File: src/rtl/sub_pkg.sv
// Shared definitions for the bit-serial subtractor: FSM state encoding and default width.
package sub_pkg;

    localparam int WIDTH_DEFAULT = 8;

    typedef enum logic [1:0] {
        IDLE = 2'd0,
        RUN  = 2'd1,
        DONE = 2'd2
    } state_t;

endpackage

File: src/rtl/full_subtractor.sv
// One-bit combinational full subtractor: a - b - borrow_in.
module full_subtractor (
    input  logic i_a,
    input  logic i_b,
    input  logic i_borrow,
    output logic o_diff,
    output logic o_borrow
);

    always_comb begin
        o_diff   = i_a ^ i_b ^ i_borrow;
        o_borrow = (~i_a & i_b) | (~(i_a ^ i_b) & i_borrow);
    end

endmodule

File: src/rtl/serial_subtractor.sv
// Bit-serial unsigned subtractor (LSB first, one bit per clock) with valid/ready handshakes.
// Optional signed-overflow flag o_overflow is built when SERIAL_SUB_OVF_EN is defined.
module serial_subtractor
    import sub_pkg::*;
#(
    parameter int WIDTH = WIDTH_DEFAULT
) (
    input  logic             i_clk,
    input  logic             i_reset,
    input  logic             i_valid,
    output logic             o_ready,
    input  logic [WIDTH-1:0] i_a,
    input  logic [WIDTH-1:0] i_b,
    output logic             o_valid,
    input  logic             i_ready,
    output logic [WIDTH-1:0] o_diff,
`ifdef SERIAL_SUB_OVF_EN
    output logic             o_overflow,
`endif
    output logic             o_borrow
);

    localparam int CNT_W = $clog2(WIDTH);
    localparam logic [CNT_W-1:0] LAST = CNT_W'(WIDTH - 1);

    state_t           state;
    state_t           next_state;
    logic [WIDTH-1:0] a_sr;
    logic [WIDTH-1:0] b_sr;
    logic             borrow;
    logic [CNT_W-1:0] cnt;
    logic             bit_diff;
    logic             bit_borrow;
    logic             last_bit;

    full_subtractor u_fs (
        .i_a      (a_sr[0]),
        .i_b      (b_sr[0]),
        .i_borrow (borrow),
        .o_diff   (bit_diff),
        .o_borrow (bit_borrow)
    );

    assign last_bit = (state == RUN) && (cnt == LAST);

    always_ff @(posedge i_clk or posedge i_reset) begin
        if (i_reset) begin
            state <= IDLE;
        end else begin
            state <= next_state;
        end
    end

    always_comb begin
        next_state = state;
        case (state)
            IDLE:    if (i_valid) next_state = RUN;
            RUN:     if (cnt == LAST) next_state = DONE;
            DONE:    if (i_ready) next_state = IDLE;
            default: next_state = IDLE;
        endcase
    end

    always_comb begin
        o_ready = 1'b0;
        o_valid = 1'b0;
        case (state)
            IDLE:    o_ready = 1'b1;
            DONE:    o_valid = 1'b1;
            default: ;
        endcase
    end

    // The minuend register doubles as the result shift register: each consumed
    // minuend bit leaves the LSB while its diff bit enters the MSB.
    always_ff @(posedge i_clk or posedge i_reset) begin
        if (i_reset) begin
            a_sr       <= '0;
            b_sr       <= '0;
            borrow     <= 1'b0;
            cnt        <= '0;
            o_diff     <= '0;
            o_borrow   <= 1'b0;
`ifdef SERIAL_SUB_OVF_EN
            o_overflow <= 1'b0;
`endif
        end else if ((state == IDLE) && i_valid) begin
            a_sr   <= i_a;
            b_sr   <= i_b;
            borrow <= 1'b0;
            cnt    <= '0;
        end else if (state == RUN) begin
            a_sr   <= {bit_diff, a_sr[WIDTH-1:1]};
            b_sr   <= {1'b0, b_sr[WIDTH-1:1]};
            borrow <= bit_borrow;
            if (!last_bit) begin
                cnt <= cnt + CNT_W'(1);
            end else begin
                // Outputs only change here, so they hold the last result in IDLE/RUN.
                o_diff     <= {bit_diff, a_sr[WIDTH-1:1]};
                o_borrow   <= bit_borrow;
`ifdef SERIAL_SUB_OVF_EN
                o_overflow <= (a_sr[0] != b_sr[0]) && (bit_diff != a_sr[0]);
`endif
            end
        end
    end

endmodule

File: config.mk
export PLATFORM = sky130hd
export DESIGN_NAME = serial_subtractor
export DESIGN_NICKNAME = d
export VERILOG_FILES = /design/src/rtl/sub_pkg.sv /design/src/rtl/full_subtractor.sv /design/src/rtl/serial_subtractor.sv
export SDC_FILE = /design/constraint.sdc
export NUM_CORES = 1
export LEC_CHECK = 0
export ABC_AREA = 1
export BUFFER_PORTS_ARGS = -buffer_cell sky130_fd_sc_hd__buf_2
export CORE_ASPECT_RATIO = 1.2
export CORE_UTILIZATION = 50
export CTS_CLUSTER_SIZE = 30
export DETAILED_ROUTE_END_ITERATION = 6
export PLACE_DENSITY_LB_ADDON = 0.2
export SETUP_SLACK_MARGIN = 0.02
export SYNTH_ARGS = -nofsm -noshare
export SYNTH_HDL_FRONTEND = slang
export SYNTH_SLANG_ARGS = --single-unit
File: constraint.sdc
create_clock -name i_clk -period 1.6 [get_ports i_clk]
set_input_delay 0.16 -clock i_clk [delete_from_list [all_inputs] [get_ports i_clk]]
set_output_delay 0.16 -clock i_clk [all_outputs]
set_load 0.05 [all_outputs]
After elaboration in Yosys (flattened, before gate mapping)
Cells that the tools add are included.
W data, S select, Z words.

word-level totals
  input port bits = 20
  output and inout port bits = 11
  word-level logic and storage cells = 45
  bits in registers = 31

operators by class
  multiplexer cells = 15
  reductions and logical operators = 7
  bitwise gates (word level) = 8
  add/subtract/negate cells = 1
  eq/ne operators = 7

operator list
  operator               count
  $mux W8                4
  $mux W3                3
  $mux W2                3
  $pmux W2 S3            1
  $reduce_and A3 Y1      2
  $mux W1                4
  $ne A2 B1 Y1 const B   2
  $ne A2 B2 Y1 const B   2
  $add A3 B1 Y3 const B  1
  $eq A3 B3 Y1 const B   1
  $not A1 Y1             3
  $and A1 B1 Y1          2
  $eq A2 B1 Y1 const B   1
  $eq A2 B2 Y1 const B   1
  $logic_and A1 B1 Y1    2
  $logic_not A2 Y1       1
  $reduce_and A2 Y1      1
  $reduce_bool A2 Y1     1
  $xor A1 B1 Y1          2
  $or A1 B1 Y1           1

Logic depth before layout (Yosys ltp)
Gate-level depths: netlist of run 1.

  word-level depth = 6
  mapped depth = 7
  gate-level depth less buffers = 7

Cells and area by module
From an unflattened synthesis of run 1, not the netlist that was laid out.

second synthesis, totals
  cell total of the unflattened synthesis = 162
  area, all modules = 1,412.6 um^2

by module, submodules not included
  module             seq. area each (um^2)  cells an instance  area an instance (um^2)  times used
  serial_subtractor  775.7                  158                1,381.3                  1
  full_subtractor    0.0                    4                  31.3                     1

Worst setup path after synthesis of run 1
No wires, ideal clock.

  path type = register -> output
  from = register state[1]
  to = output o_valid
  data arrival time = 1.188 ns
  required time = 1.440 ns
  path slack = 0.252 ns
  cell stages (with the launch flop) = 3
  buffers on the path = 0
  cell sequence = dfrtp_1 > inv_2 > nor2_1

on the way
  longest elaborated chain between the ends = 2

ends and longest elaborated chain
  what                      RTL line                 RTL
  start: declaration        serial_subtractor.sv:26  state_t state;
  start signal: assignment  serial_subtractor.sv:50  state <= next_state;
  $eq A2 B2 Y1              serial_subtractor.sv:67  case (state)
  $mux W1                   serial_subtractor.sv:67
  end: declaration          serial_subtractor.sv:14  output logic o_valid,

Every way passes these cells.

Final worst setup path of run 1
  from = register state[0]
  to = output o_ready

on the way
  longest elaborated chain between the ends = 2

ends and longest elaborated chain
  what              RTL line                 RTL
  $logic_not A2 Y1  serial_subtractor.sv:67
  $mux W1           serial_subtractor.sv:67
  end: declaration  serial_subtractor.sv:11  output logic o_ready,

Every way passes these cells.

==> results.cfg, run 1 <==
[timing]
fmaxAchievable_ghz = 0.692
min_period_over_period = 0.903
worstMarginPinSlew_ns = 0.436
finalSetupTns_ns = 0
fin_crit_ns = 1.45
setup_viol = 0
drv_slew = 0
finClkSkew_ns = 0.00560
max-slew-margin-rel = 0.708
finalHoldViolations = 0
rsz0062_at_grt = false

[die]
start_util = 0.545
core-area_mm2 = 0.00260
num_rows = 20
die_h_um = 60.3
die_area_mm2 = 0.00305
num_io_pins = 31
die_x_um = 50.6

[clock_tree]
clkSlewWorstSetupHoldPaths_ns = 0.09
clk_latency_ns = 0.33
cts_num_sinks = 31
cts_made_buffers = 5
cts_root_buf = clkbuf_4
cts.htree.levels = 2
cts_tree = done
clockBufferDepth = 2

[layout]
final_cell_mix = 69 x nand2_1, 34 x nand3_1, 31 x dfrtp_1, 29 x buf_2, 7 x inv_1
num-nets-final = 221
final_util = 0.645
area_delta_synth_final_pct = 18.4
final_common_cell = nand2_1
antenna_cells = 0
drive_gt1_frac = 0.246

[global_route]
grt_remaining_overflow = 0
grt.total_usage = 0.237
grt_max_degree = 32
grt_pass1_vias = 1222
antenna_found_initial = 0
grt_first_pass_wirelength_um = 5200

[worst_setup_path]
worstPathCellList = nor2_4 > clkbuf_4
crit_buf_inv = 1
max_stage_delay_ns = 0.50
critPathRequiredTime_ns = 1.44
start_kind = flip-flop
worstPathMaxFanout = 7
end_kind = output port
crit_family = flip-flops
worstSetupPathType = flip-flop to output port
arrival_ns = 1.29
cp_slowest_cell = dfrtp_1

[synth]
syn_area_per_cell_um2 = 8.81
synth_nets = 184
synth_xor_area_frac = 0
yosysUniqueCellTypes = 17
syn-cell-area_mm2 = 0.00142
seq_area_frac_synth = 0.547
ys_ff_latch = 31
synthMuxAreaShare = 0
synth_top_family_by_area = simple AND/OR/NAND/NOR gates
yosys.area_share.simple = 0.341
synth_compound_area_frac = 0.0203
netlist_instances = 161
yosysWarnings = 0
synth-adder-area-share = 0.0318

[power_and_ir_drop]
clkPwrFrac = 0.150
internal_power_uw = 1880
p_leak_uw = 0.000916
p_seq_frac = 0.396
p_per_area_mw_per_mm2 = 2050
switching_power_uw = 1550
switching_share = 0.452
power_frac_comb = 0.454
vdd_drop_max_mv = 1.11

[placed_design]
port_buffers = 30
gp_congestion = 0.733
dp.final_hpwl_um = 1980

[detailed_routing]
num_vias = 1177
drt_first_pass_iters = 4
wirelength_um = 2890
drt-initial-drc-count = 35
wire_per_inst_um = 12.4
drc = 0
ant_nets = 0
routed_via_density = 5.07

[flow_run]
cap_violations = 0

[status]
outcome = complete, no violations

[worst_hold_path]
hp-class = input pin to flip-flop
==> flip-flops by register name (all words and copies together) (netlist names) <==
| register | count |
|---|---|
| o_borrow | 1 |
| b_sr | 8 |
| cnt | 3 |
| state | 2 |
| a_sr | 8 |
| borrow | 1 |
| o_diff | 8 |
==> worst register-to-register path, cell delays in order, from the launching register on <==
cell and delay [ns]:
dfrtp_1 0.41, ha_1 0.21, ha_1 0.20, inv_1 0.11, nand3_1 0.19, inv_1 0.15, nand2_1 0.06, nand2_1 0.06
==> synthesized netlist by cell type <==
master / n / area share
o21ai_4: 1 / 0.011
nand2_1: 69 / 0.18
dfrtp_1: 31 / 0.55
buf_2: 2 / 0.0071
nand3_2: 1 / 0.0071
inv_1: 7 / 0.019
nor2_4: 3 / 0.024
o31ai_1: 1 / 0.0053
fa_1: 1 / 0.014
nand3_1: 34 / 0.12
o21ai_0: 1 / 0.0035
buf_6: 3 / 0.024
inv_2: 2 / 0.0053
nor2_1: 1 / 0.0026
buf_4: 1 / 0.0053
ha_1: 2 / 0.018
nand2_2: 1 / 0.0044
==> logic make-up (layout without fill, tap and decap cells) <==
family                     after synthesis  count (layout)
AOI/OAI and AO/OA                        3               3
adders and majority gates                3               3
buffers and inverters                   15              53
DFF                                     31              31
and+or+nand+nor                        109             109
==> power by group through the flow <==
| stage | Clock [uW] | Sequential, uW | Combinational (uW) |
|---|---|---|---|
| after detailed placement | 0 | 1380 | 1540 |
| after CTS | 539 | 1360 | 1550 |
| after global placement | 0 | 1360 | 1490 |
| final | 516 | 1360 | 1560 |
| after global routing | 564 | 1410 | 1750 |
| after floorplan | 0 | 1650 | 953 |
==> final cells by class <==
class | instances | area (um2)
flip-flops and latches | 31 | 776
clock buffers | 8 | 68.8
multi-input cells | 115 | 557
well taps | 33 | 41.3
inverters | 9 | 33.8
repair buffers | 36 | 203
fillers | 231 | 923
==> metrics by stage <==
step | total power, uW | hold WS [ns] | cell area, um2 | setup WS, ns | cells
detailed placement | 2920 | 0.261 | 1580 | 0.191 | 221
global placement | 2850 | 0.251 | 1580 | 0.282 | 221
CTS | 3460 | 0.0596 | 1670 | 0.0215 | 231
floorplan | 2600 | 0.257 | 1420 | 0.252 | 161
finish | 3440 | 0.0686 | 1680 | 0.155 | 232
global route | 3720 | 0.0721 | 1680 | 0.0245 | 232
==> routing by layer <==
metal	GRT usage	part of all wire
met4	0.155	0.033
met5	0	0
met3	0.0551	0.036
met2	0.408	0.51
met1	0.267	0.42
==> path summary, 6_finish.rpt <==
check	from	endpoint	slack, ns	cells after the start
worst max register to register	cnt[0]	cnt[2]	0.16	7
worst min register to register	b_sr[7]	b_sr[7]	0.48	2
worst max-delay path	state[0]	o_ready	0.15	2
worst min-delay path	i_b[7]	b_sr[7]	0.07	3
max in group asynchronous	i_reset	o_diff[7]	0.86	4
min in group asynchronous	i_reset	a_sr[1]	0.45	4
==> repair_timing <==
action                                  CTS  global route
endpoints found under the setup margin    0             1
gates resized for setup                   0             1
setup buffers                             0             1
hold buffers                              2             0
endpoints found under the hold margin    32             0
(Power assumes the default switching activity.)
==> run 2: changes to the inputs <==
==> constraint.sdc (replaced) <==
create_clock -name i_clk -period 1.5 [get_ports i_clk]
set_input_delay 0.15 -clock i_clk [delete_from_list [all_inputs] [get_ports i_clk]]
set_output_delay 0.15 -clock i_clk [all_outputs]
set_load 0.05 [all_outputs]
==> run 2 against run 1 <==
  * Utilization increased by 0.24 points
  * Design area increased by 0.37%
  * Combinational power increased by 6%
  * Total power increased by 7.0%
  * Highest routed layer unchanged
==> results.cfg, run 2 (synthesized netlist as in run 1, its figures left out) <==
[status]
outcome = complete, no violations

[power_and_ir_drop]
vdd_drop_max_mv = 1.34
p_seq_frac = 0.396
p_per_area_mw_per_mm2 = 2180
internal_power_uw = 2020
switching_power_uw = 1660
switching_share = 0.452
power_frac_comb = 0.452
p_leak_uw = 0.000919
clkPwrFrac = 0.152

[worst_setup_path]
crit_buf_inv = 1
ff2ff_setup_slack_ns = 0.14
worstSetupPathType = flip-flop to output port
end_kind = output port
worstRegToRegCells = 7
max_stage_delay_ns = 0.51
critPathRequiredTime_ns = 1.35
arrival_ns = 1.24
worstPathMaxFanout = 7
r2r-start = cnt[0]
crit_family = flip-flops
worstPathCellList = nor2_4 > buf_4
cp.depth = 2
start_kind = flip-flop
cp_slowest_cell = dfrtp_1
r2r_end = cnt[1]

[detailed_routing]
ant_nets = 0
routed_via_density = 5.13
wirelength_um = 2830
drt-initial-drc-count = 14
wire_per_inst_um = 12.2
num_vias = 1189
drt_first_pass_iters = 4
drc = 0

[layout]
reg_top3 = a_sr: 8 flops, b_sr: 8 flops, o_diff: 8 flops
num-nets-final = 221
final_cell_mix = 69 x nand2_1, 33 x nand3_1, 30 x dfrtp_1, 29 x buf_2, 7 x inv_1
antenna_cells = 0
final_common_cell = nand2_1
drive_gt1_frac = 0.256
area_delta_synth_final_pct = 18.9

[timing]
rsz0062_at_grt = true
finClkSkew_ns = 0.00532
hold_slack_ns = 0.0419
setup_ws_ns = 0.106
min_period_over_period = 0.930
setup_viol = 0
max-slew-margin-rel = 0.712
worstMarginPinSlew_ns = 0.431
finalSetupTns_ns = 0
drv_slew = 0
finalHoldViolations = 0
fmaxAchievable_ghz = 0.717
fin_crit_ns = 1.39

[worst_hold_path]
holdPathStages = 3
holdPathEnd = b_sr[7]
hp-start = i_b[7]
hp-class = input pin to flip-flop

[die]
core-area_mm2 = 0.00260
die_h_um = 60.3
die_x_um = 50.6
num_rows = 20
start_util = 0.545
num_io_pins = 31
die_area_mm2 = 0.00305

[global_route]
grt.total_usage = 0.230
grt_remaining_overflow = 0
grt_first_pass_wirelength_um = 5040
grt_max_degree = 32
grt_pass1_vias = 1187
antenna_found_initial = 0

[clock_tree]
clkSlewWorstSetupHoldPaths_ns = 0.09
cts_num_sinks = 31
cts_made_buffers = 5
cts_tree = done
clockBufferDepth = 2
cts_root_buf = clkbuf_4
cts.htree.levels = 2
clk_latency_ns = 0.34

[flow_run]
cap_violations = 0

[placed_design]
dp_slack_ns = 0.105
gp_congestion = 0.752
port_buffers = 30
dp.final_hpwl_um = 1930
[run 2: stage by stage]
stage                util  area [um2]  power [uW]  instances
finish              0.648        1690        3680        232
detailed placement  0.607        1580        3100        221
global route        0.648        1690        3970        232
CTS                 0.645        1680        3710        232
global placement    0.607        1580        3040        221
floorplan               -        1420        2780        161
[run 2: worst max-delay path by stage]
stage               startpoint       to  slack (ns)
CTS                   state[1]  o_valid        0.07
global placement        cnt[0]   cnt[0]        0.18
global route            cnt[0]   cnt[0]        0.02
detailed placement      cnt[0]   cnt[1]        0.11
floorplan             state[1]  o_valid        0.16
finish                state[0]  o_ready        0.11
[run 2: worst reg2reg max path, delay by kind of cell (launching register included)]
kind	cells	cell delay, ns
DFF	1	0.41
and+or+nand+nor	3	0.25
buffers and inverters	2	0.24
adders and majority gates	2	0.41
[run 2: final cells by class]
class | count | area [um2]
well taps | 33 | 41.3
fillers | 234 | 917
multi-input cells | 115 | 562
inverters | 9 | 33.8
clock buffers | 8 | 68.8
repair buffers | 36 | 203
flip-flops and latches | 31 | 777
[run 2: per-layer routing]
metal / share of wire / wire length (um) / global-route usage
met1: 0.43 / 1220 / 0.258
met2: 0.50 / 1420 / 0.392
met3: 0.047 / 134 / 0.0852
met4: 0.021 / 59 / 0.111
met5: 0 / 0 / 0
[run 2: what timing repair did]
item | in CTS | in global routing
buffers inserted | 1 | 0
pin swaps | 1 | 0
hold buffers | 2 | 0
endpoints found under the setup margin | 1 | 4
hold endpoints to repair | 32 | 0
resized for setup | 1 | 2
[run 2: power groups by stage]
stage               logic, uW  clock network, uW  registers [uW]
floorplan                1020                  0            1760
global placement         1590                  0            1450
detailed placement       1640                  0            1470
CTS                      1680                572            1450
global route             1870                604            1500
finish                   1660                559            1460
==> run 3: changes to the inputs <==
--- a/config.mk
+++ b/config.mk
@@ -6,7 +6,7 @@
 export NUM_CORES = 1
 export LEC_CHECK = 0
 export ABC_AREA = 1
-export BUFFER_PORTS_ARGS = -buffer_cell sky130_fd_sc_hd__buf_2
+export BUFFER_PORTS_ARGS = -buffer_cell sky130_fd_sc_hd__clkbuf_2
 export CORE_ASPECT_RATIO = 1.2
 export CORE_UTILIZATION = 50
 export CTS_CLUSTER_SIZE = 30
==> run 3 against run 2 <==
  * Global-route usage is 0.40 points higher
  * Via count down 0.59%
  * Cell count shrank 0.43%
  * Critical path type is now flip-flop to flip-flop
  * Critical endpoint is now cnt[2]
==> results.cfg, run 3 (synthesized netlist as in run 1, its figures left out) <==
[status]
outcome = complete, no violations

[flow_run]
cap_violations = 0

[detailed_routing]
wl_met3_um = 177
num_vias = 1182
wirelength_um = 2980
drt_first_pass_iters = 4
wire_per_inst_um = 12.9
routed_via_density = 5.12
top_layer_used = met4
wirelength_met1_um = 1220
ant_nets = 0
routed-wl-met2_um = 1520
drt-initial-drc-count = 37
drc = 0

[worst_setup_path]
start_kind = flip-flop
arrival_ns = 1.67
r2r_end = cnt[2]
critPathRequiredTime_ns = 1.77
startpoint = cnt[0]
ff2ff_setup_slack_ns = 0.10
worstPathMaxFanout = 5
r2r-start = cnt[0]
worstRegToRegCells = 7
end_kind = flip-flop
worstSetupPathType = flip-flop to flip-flop

[power_and_ir_drop]
p_leak_uw = 0.000909
p_per_area_mw_per_mm2 = 2150
vdd_drop_max_mv = 1.09

[layout]
drive_gt1_frac = 0.258
final_cell_mix = 69 x nand2_1, 33 x nand3_1, 29 x dfrtp_1, 28 x clkbuf_2, 7 x inv_1
antenna_cells = 0
final_area_mm2 = 0.00167
reg_top3 = a_sr: 8 flops, b_sr: 8 flops, o_diff: 8 flops
final_common_cell = nand2_1
area_delta_synth_final_pct = 17.6
num-nets-final = 222

[global_route]
grt_pass1_vias = 1179
grt_max_degree = 32
antenna_found_initial = 0
grt_first_pass_wirelength_um = 5050
grt.total_usage = 0.234
grt_remaining_overflow = 0

[timing]
drv_slew = 0
finClkSkew_ns = 0.00531
min_period_over_period = 0.930
setup_viol = 0
fin_crit_ns = 1.40
finalHoldViolations = 0
fmaxAchievable_ghz = 0.717
finalSetupTns_ns = 0
rsz0062_at_grt = false
worstMarginPinSlew_ns = 0.428
max-slew-margin-rel = 0.714

[die]
die_area_mm2 = 0.00305
num_io_pins = 31
start_util = 0.545
core-area_mm2 = 0.00260
die_h_um = 60.3
die_x_um = 50.6
num_rows = 20

[clock_tree]
cts_num_sinks = 31
clk_latency_ns = 0.33
cts.htree.levels = 2
cts_tree = done
cts_root_buf = clkbuf_4
cts_made_buffers = 5
clkSlewWorstSetupHoldPaths_ns = 0.09
clockBufferDepth = 2

[placed_design]
port_buffers = 30
place_area_mm2 = 0.00159
gp_congestion = 0.745
dp.final_hpwl_um = 2080

[worst_hold_path]
holdPathStages = 3
hp-start = i_b[7]
hp-class = input pin to flip-flop
holdPathEnd = b_sr[7]
[run 3: cell count changes in the layout (fill, tap and decap cells not counted), sizes merged]
cell / change
buf: -28
clkbuf: +27
[run 3: metal layers]
| metal | up-vias | global-route usage |
|---|---|---|
| li1 | 592 | - |
| met2 | 32 | 0.387 |
| met4 | 0 | 0.119 |
| met3 | 6 | 0.0927 |
| met1 | 552 | 0.267 |
| met5 | - | 0 |
[run 3: cell type report]
| class | count | area [um2] |
|---|---|---|
| Timing Repair Buffer | 37 | 210 |
| Inverter | 9 | 33.8 |
| Multi-Input combinational cell | 115 | 562 |
| Clock buffer | 6 | 41.3 |
| Tap cell | 33 | 41.3 |
| Fill cell | 240 | 936 |
| Sequential cell | 31 | 778 |
[run 3: power by group]
part / internal (uW) / switching [uW] / leakage [uW]
sequential: 1210 / 259 / 0.000391
combinational: 538 / 1150 / 0.000493
clock: 166 / 264 / 0.0000242
[run 3: worst max path at each step]
stage / end / slack, ns
finish: cnt[2] / 0.10
global route: cnt[2] / 0.02
CTS: cnt[0] / 0.04
detailed placement: cnt[0] / 0.06
global placement: cnt[1] / 0.18
floorplan: o_valid / 0.16
[run 3: stage by stage]
stage               power, uW  cells  hold slack, ns  setup WS [ns]   util
floorplan                2780    161           0.247          0.162      -
global placement         3040    222           0.223          0.182  0.610
detailed placement       3130    222           0.237         0.0593  0.610
CTS                      3600    231          0.0407         0.0393  0.638
global route             3880    231          0.0452         0.0247  0.640
finish                   3580    231          0.0491          0.105  0.640
[run 3: repair_timing]
action	4_1_cts	5_1_grt
hold buffers	2	0
setup buffers	1	0
pin swaps	1	0
hold endpoints to repair	32	0
endpoints found under the setup margin	1	5
gates resized for setup	1	4
[run 3: worst max-delay path, stage by stage (launching register included)]
cell and delay, ns:
dfrtp_1 0.41, ha_1 0.21, ha_1 0.21, inv_1 0.13, nand3_2 0.14, inv_1 0.11
nand2_1 0.06, nand2_1 0.07
